--- config.mk ---
export PLATFORM = sky130hd
export DESIGN_NAME = elevator_ctrl_flat
export DESIGN_NICKNAME = d
export VERILOG_FILES = /design/src/rtl/elevator_ctrl_if.sv /design/src/rtl/elevator_ctrl.sv /design/src/flat_wrapper.sv
export SDC_FILE = /design/constraint.sdc
export NUM_CORES = 1
export LEC_CHECK = 0
export BUFFER_PORTS_ARGS = -buffer_cell sky130_fd_sc_hd__buf_2
export CORE_ASPECT_RATIO = 0.9
export CORE_UTILIZATION = 45
export DETAILED_ROUTE_END_ITERATION = 16
export HOLD_SLACK_MARGIN = 0.08
export PLACE_DENSITY = 0.66
export RECOVER_POWER = 100
export REMOVE_ABC_BUFFERS = 1
export SLEW_MARGIN = 20
export SYNTH_ARGS = -nofsm -noshare
export SYNTH_HDL_FRONTEND = slang
export SYNTH_SLANG_ARGS = --single-unit
--- constraint.sdc ---
create_clock -name clk -period 2.6 [get_ports clk]
set_clock_uncertainty 0.2 [all_clocks]
set_input_delay 0.39 -clock clk [delete_from_list [all_inputs] [get_ports clk]]
set_output_delay 0.39 -clock clk [all_outputs]
set_load 0.005 [all_outputs]
--- src/rtl/elevator_ctrl_if.sv ---
// elevator_ctrl_if: call buttons in, car status and call lamps out
interface elevator_ctrl_if;
    logic [2:0] call;
    logic       moving;
    logic       f1;
    logic       f2;
    logic       f3;
    logic       up;
    logic [2:0] pending;
    modport master (output call, input moving, f1, f2, f3, up, pending);
    modport slave (input call, output moving, f1, f2, f3, up, pending);
endinterface

--- src/rtl/elevator_ctrl.sv ---
// elevator_ctrl: three-floor car controller that finishes its current direction before it reverses
module elevator_ctrl #(
    parameter int TRAVEL_CYCLES = 4,
    parameter int DWELL_CYCLES  = 3
) (
    input logic           clk,
    input logic           rst,
    elevator_ctrl_if.slave bus
);
    typedef enum logic [1:0] {IDLE, MOVE, DWELL} state_t;
    localparam logic [7:0] TLAST = 8'(TRAVEL_CYCLES - 1);
    localparam logic [7:0] DLAST = 8'(DWELL_CYCLES - 1);
    state_t     state, state_n;
    logic [1:0] pos, pos_n, npos;
    logic       up, up_n, moving, f1, f2, f3;
    logic [2:0] pend, pend_n, req, here, nhere, fwd, rev, beyond;
    logic [7:0] tcnt, tcnt_n, dcnt, dcnt_n;
    function automatic logic [2:0] above(input logic [1:0] p);
        return p == 2'd1 ? 3'b110 : p == 2'd2 ? 3'b100 : 3'b000;
    endfunction
    function automatic logic [2:0] below(input logic [1:0] p);
        return p == 2'd3 ? 3'b011 : p == 2'd2 ? 3'b001 : 3'b000;
    endfunction
    assign req    = pend | bus.call;
    assign here   = 3'b001 << (pos - 2'd1);
    assign npos   = (up && pos != 2'd3) ? pos + 2'd1 : (!up && pos != 2'd1) ? pos - 2'd1 : pos;
    assign nhere  = 3'b001 << (npos - 2'd1);
    assign fwd    = up ? above(pos) : below(pos);
    assign rev    = up ? below(pos) : above(pos);
    assign beyond = up ? above(npos) : below(npos);
    // Next-state decisions; every decision sees this cycle's calls merged with the latched lamps
    always_comb begin
        state_n = state;
        pos_n   = pos;
        up_n    = up;
        pend_n  = req;
        tcnt_n  = 8'd0;
        dcnt_n  = 8'd0;
        case (state)
            IDLE: begin
                if (|(req & here)) begin
                    state_n = DWELL;
                    pend_n  = req & ~here;
                end else if (|(req & fwd)) begin
                    state_n = MOVE;
                end else if (|(req & rev)) begin
                    state_n = MOVE;
                    up_n    = ~up;
                end
            end
            MOVE: begin
                if (tcnt == TLAST) begin
                    pos_n   = npos;
                    state_n = |(req & nhere) ? DWELL : |(req & beyond) ? MOVE : IDLE;
                    pend_n  = |(req & nhere) ? req & ~nhere : req;
                end else begin
                    tcnt_n = tcnt + 8'd1;
                end
            end
            default: begin
                pend_n  = req & ~here;
                dcnt_n  = |(req & here) ? 8'd0 : dcnt + 8'd1;
                state_n = (!(|(req & here)) && dcnt == DLAST) ? IDLE : DWELL;
            end
        endcase
    end
    // State, position and registered car status outputs
    always_ff @(posedge clk) begin
        if (rst) begin
            state  <= IDLE;
            pos    <= 2'd1;
            up     <= 1'b1;
            pend   <= 3'b000;
            tcnt   <= 8'd0;
            dcnt   <= 8'd0;
            moving <= 1'b0;
            f1     <= 1'b1;
            f2     <= 1'b0;
            f3     <= 1'b0;
        end else begin
            state  <= state_n;
            pos    <= pos_n;
            up     <= up_n;
            pend   <= pend_n;
            tcnt   <= tcnt_n;
            dcnt   <= dcnt_n;
            moving <= state_n == MOVE;
            f1     <= pos_n == 2'd1 && state_n != MOVE;
            f2     <= pos_n == 2'd2 && state_n != MOVE;
            f3     <= pos_n == 2'd3 && state_n != MOVE;
        end
    end
    assign bus.moving  = moving;
    assign bus.f1      = f1;
    assign bus.f2      = f2;
    assign bus.f3      = f3;
    assign bus.up      = up;
    assign bus.pending = pend;
endmodule

--- src/flat_wrapper.sv ---
// flat-port wrapper written by rule: the top's interface ports become plain ports
module elevator_ctrl_flat 
#(
    parameter int TRAVEL_CYCLES = 4,
    parameter int DWELL_CYCLES  = 3
)
  (clk, rst, bus_call, bus_moving, bus_f1, bus_f2, bus_f3, bus_up, bus_pending);
  elevator_ctrl_if bus_i ();
  input logic clk;
  input logic rst;
  input wire logic [$bits(bus_i.call)-1:0] bus_call;
  output wire logic [$bits(bus_i.moving)-1:0] bus_moving;
  output wire logic [$bits(bus_i.f1)-1:0] bus_f1;
  output wire logic [$bits(bus_i.f2)-1:0] bus_f2;
  output wire logic [$bits(bus_i.f3)-1:0] bus_f3;
  output wire logic [$bits(bus_i.up)-1:0] bus_up;
  output wire logic [$bits(bus_i.pending)-1:0] bus_pending;
  assign bus_i.call = bus_call;
  assign bus_moving = bus_i.moving;
  assign bus_f1 = bus_i.f1;
  assign bus_f2 = bus_i.f2;
  assign bus_f3 = bus_i.f3;
  assign bus_up = bus_i.up;
  assign bus_pending = bus_i.pending;
  elevator_ctrl #(.TRAVEL_CYCLES(TRAVEL_CYCLES), .DWELL_CYCLES(DWELL_CYCLES)) u_core (.clk(clk), .rst(rst), .bus(bus_i));
endmodule
==> out/qor.yml <==
outcome:
  status: "finished clean"
logic_synthesis:
  avgSynthCellArea_sq_um: 8.69
  synth_area_sq_um: 1450
  synth_edf_count: 0
  synth.largest_area_cell: "dfxtp_1"
  yosysWarnings: 0
  ys.flop_type: "dfxtp_1"
  synth_most_common_cell: "dfxtp_1"
  yosys.cell_types.count: 45
  netlist_top_cells_count: "dfxtp_1 (28), nor2_1 (23), nand3_1 (16)"
  yosysSeqAreaShare: 0.386
  netlist_top_cells_area: "dfxtp_1 (39%), nor2_1 (5.9%), nand3_1 (5.5%)"
  synth_seq_cells: 28
  synth_top_area_frac: 0.386
  synth_cells: 167
  synthArstFlopShare: 0
hold_path:
  hold_path.class: "register to register"
  whs_endpoint: "u_core.dcnt[0]"
  hold_depth: 1
  min_from: "u_core.dcnt[0]"
drt:
  detail_route.wl_per_cell_um: 13.0
  firstDrtPassIters: 5
  ant_nets: 0
  drt_iter0_drc: 54
  viasPerCell: 5.41
  post-route-drc-count: 0
  routed-via-count: 1217
  wl_mm: 2.92
placement:
  place_hpwl_mm: 2.18
  gp_congestion: 0.933
  place_ws_ps: 197
  port_buffers: 12
clock_network:
  cts_max_level: 1
  clk_pin_slew_worst_paths_ps: 150
  postCtsSetupBuffers: 0
  cts_buffers: 3
  clockBufferDepth: 2
  cts.sink_count: 28
  clock_latency_ps: 330
  cts_root_buf: "clkbuf_4"
  tritoncts: "built"
setup_path:
  r2r_setup_slack_ps: 210
  crit_slowest_cell: "nor4b_1"
  path_cells: "ha_1, nor4b_1, and3_1, a31oi_1, or2_0, nor4_1"
  arrival_ps: 2440
  crit_path_max_fanout: 5
  crit_family: "simple AND/OR/NAND/NOR gates"
  endpoint_kind: "register"
  required_ps: 2660
  r2r-start: "u_core.tcnt[0]"
  start_kind: "register"
  slowest_delay_ps: 560
  worstRegToRegCells: 6
  path_buf_inv: 0
  r2r-end: "u_core.bus.f2"
  path_class: "register to register"
final_layout:
  nets: 195
  drive_above_1_share: 0.120
  fillers: 290
  num_antenna_cells: 0
  area_growth_pct: 10.1
floorplan:
  core-area_sq_um: 3070
  rows: 19
  die_w_um: 61.9
  start_util: 0.473
  die_h_um: 55.9
  io_pins: 13
  die_area_sq_um: 3460
timing:
  min_period_ps: 2390
  setup_tns_ps: 0
  final_hold_viol_count: 0
  max_freq_mhz: 419
  tightest_slew_ps: 636
  slew_headroom: 0.570
  maxSlewViolCount: 0
  setup_viol_count_final: 0
  rsz0062_at_grt: "false"
  post-route-period-util: 0.918
  layout_setup_ws_ps: 214
global_routing:
  grt_pass1_vias: 988
  grtUsageTotal: 0.177
  antenna_found_initial: 0
  grt_overflow: 0
  grt_pass1_wl_mm: 4.54
  grt_max_degree: 17
pwr:
  power_leakage_nw: 0.653
  peakVddDrop_mv: 0.334
  power.density_nw_per_um2: 503
run:
  cap_violations: 0
-- layer usage --
layer,global-route usage,wire (um)
met2,0.266,1320
met3,0.0581,104
met1,0.254,1470
met5,0,0
met4,0.0190,13
-- cell families (layout without fill, tap and decap cells) --
logic type / Yosys count / count (layout) / share of synthesized area
buf+inv: 10 / 26 / 0.0319
fa+ha+maj: 6 / 6 / 0.0517
mux: 4 / 4 / 0.0302
compound gates: 27 / 27 / 0.127
xor+xnor: 14 / 14 / 0.0897
simple gates: 78 / 78 / 0.284
flops: 28 / 28 / 0.386
-- sequential cells by signal (all words and copies together), names as in the netlist --
register and cells:
u_core.bus.f1 1, u_core.dcnt 8, u_core.bus.up 1, u_core.bus.moving 1, u_core.tcnt 8, u_core.pos 2
u_core.bus.f3 1, u_core.state 2, u_core.bus.f2 1, u_core.bus.pending 3
-- worst max path at each step --
stage | cells after the start | slack (ps) | startpoint | to
5_1_grt | 6 | 30 | u_core.tcnt[0] | u_core.bus.f1
4_1_cts | 7 | 160 | u_core.pos[0] | u_core.bus.f2
2_1_floorplan | 7 | 400 | u_core.pos[0] | u_core.bus.f2
3_3_place_gp | 7 | 270 | u_core.pos[0] | u_core.bus.f3
3_5_place_dp | 7 | 200 | u_core.pos[0] | u_core.bus.f3
6_report | 6 | 210 | u_core.tcnt[0] | u_core.bus.f2
-- stage by stage --
step | hold WS (ps) | instance area [sq um] | instances | total power [W] | utilization
finish | 282 | 1600 | 225 | 0.000804 | 0.521
global route | 277 | 1600 | 225 | 0.000844 | 0.521
CTS | 284 | 1620 | 225 | 0.000816 | 0.528
detailed placement | 251 | 1560 | 220 | 0.000530 | 0.507
global placement | 247 | 1560 | 220 | 0.000530 | 0.507
floorplan | 230 | 1440 | 165 | 0.000505 | -
-- cell type report --
type / instances / area (sq um) / share of cell area
Multi-Input combinational cell: 129 / 830 / 0.519
Clock buffer: 3 / 22.5 / 0.0141
Timing Repair Buffer: 14 / 71.3 / 0.0446
Inverter: 8 / 30.0 / 0.0188
Sequential cell: 28 / 562 / 0.352
Clock inverter: 1 / 30.0 / 0.0188
Tap cell: 42 / 52.6 / 0.0329
-- placed cells by master (no fill, tap or decap), types with 4 or more instances in the layout --
cell type  count
nor2_1        23
dfxtp_1       27
nor3_1         4
a21oi_1        6
inv_1          7
ha_1           6
mux2i_1        4
nand3_1       17
xnor2_1        5
and3_1         4
nand2_1       10
o21ai_0        5
buf_2         10
xor2_1         8
-- where the power goes --
part	internal (W)	switching, W
clock network	0.000156	0.000127
logic	0.0000297	0.0000404
registers	0.000441	0.00000909
-- repair_timing --
item                                   CTS  global route
endpoints found under the hold margin    1             0
hold buffers                             1             0
setup endpoints to repair                0             1
gates resized for setup                  0             1
Power figures use the tool's default switching activity.
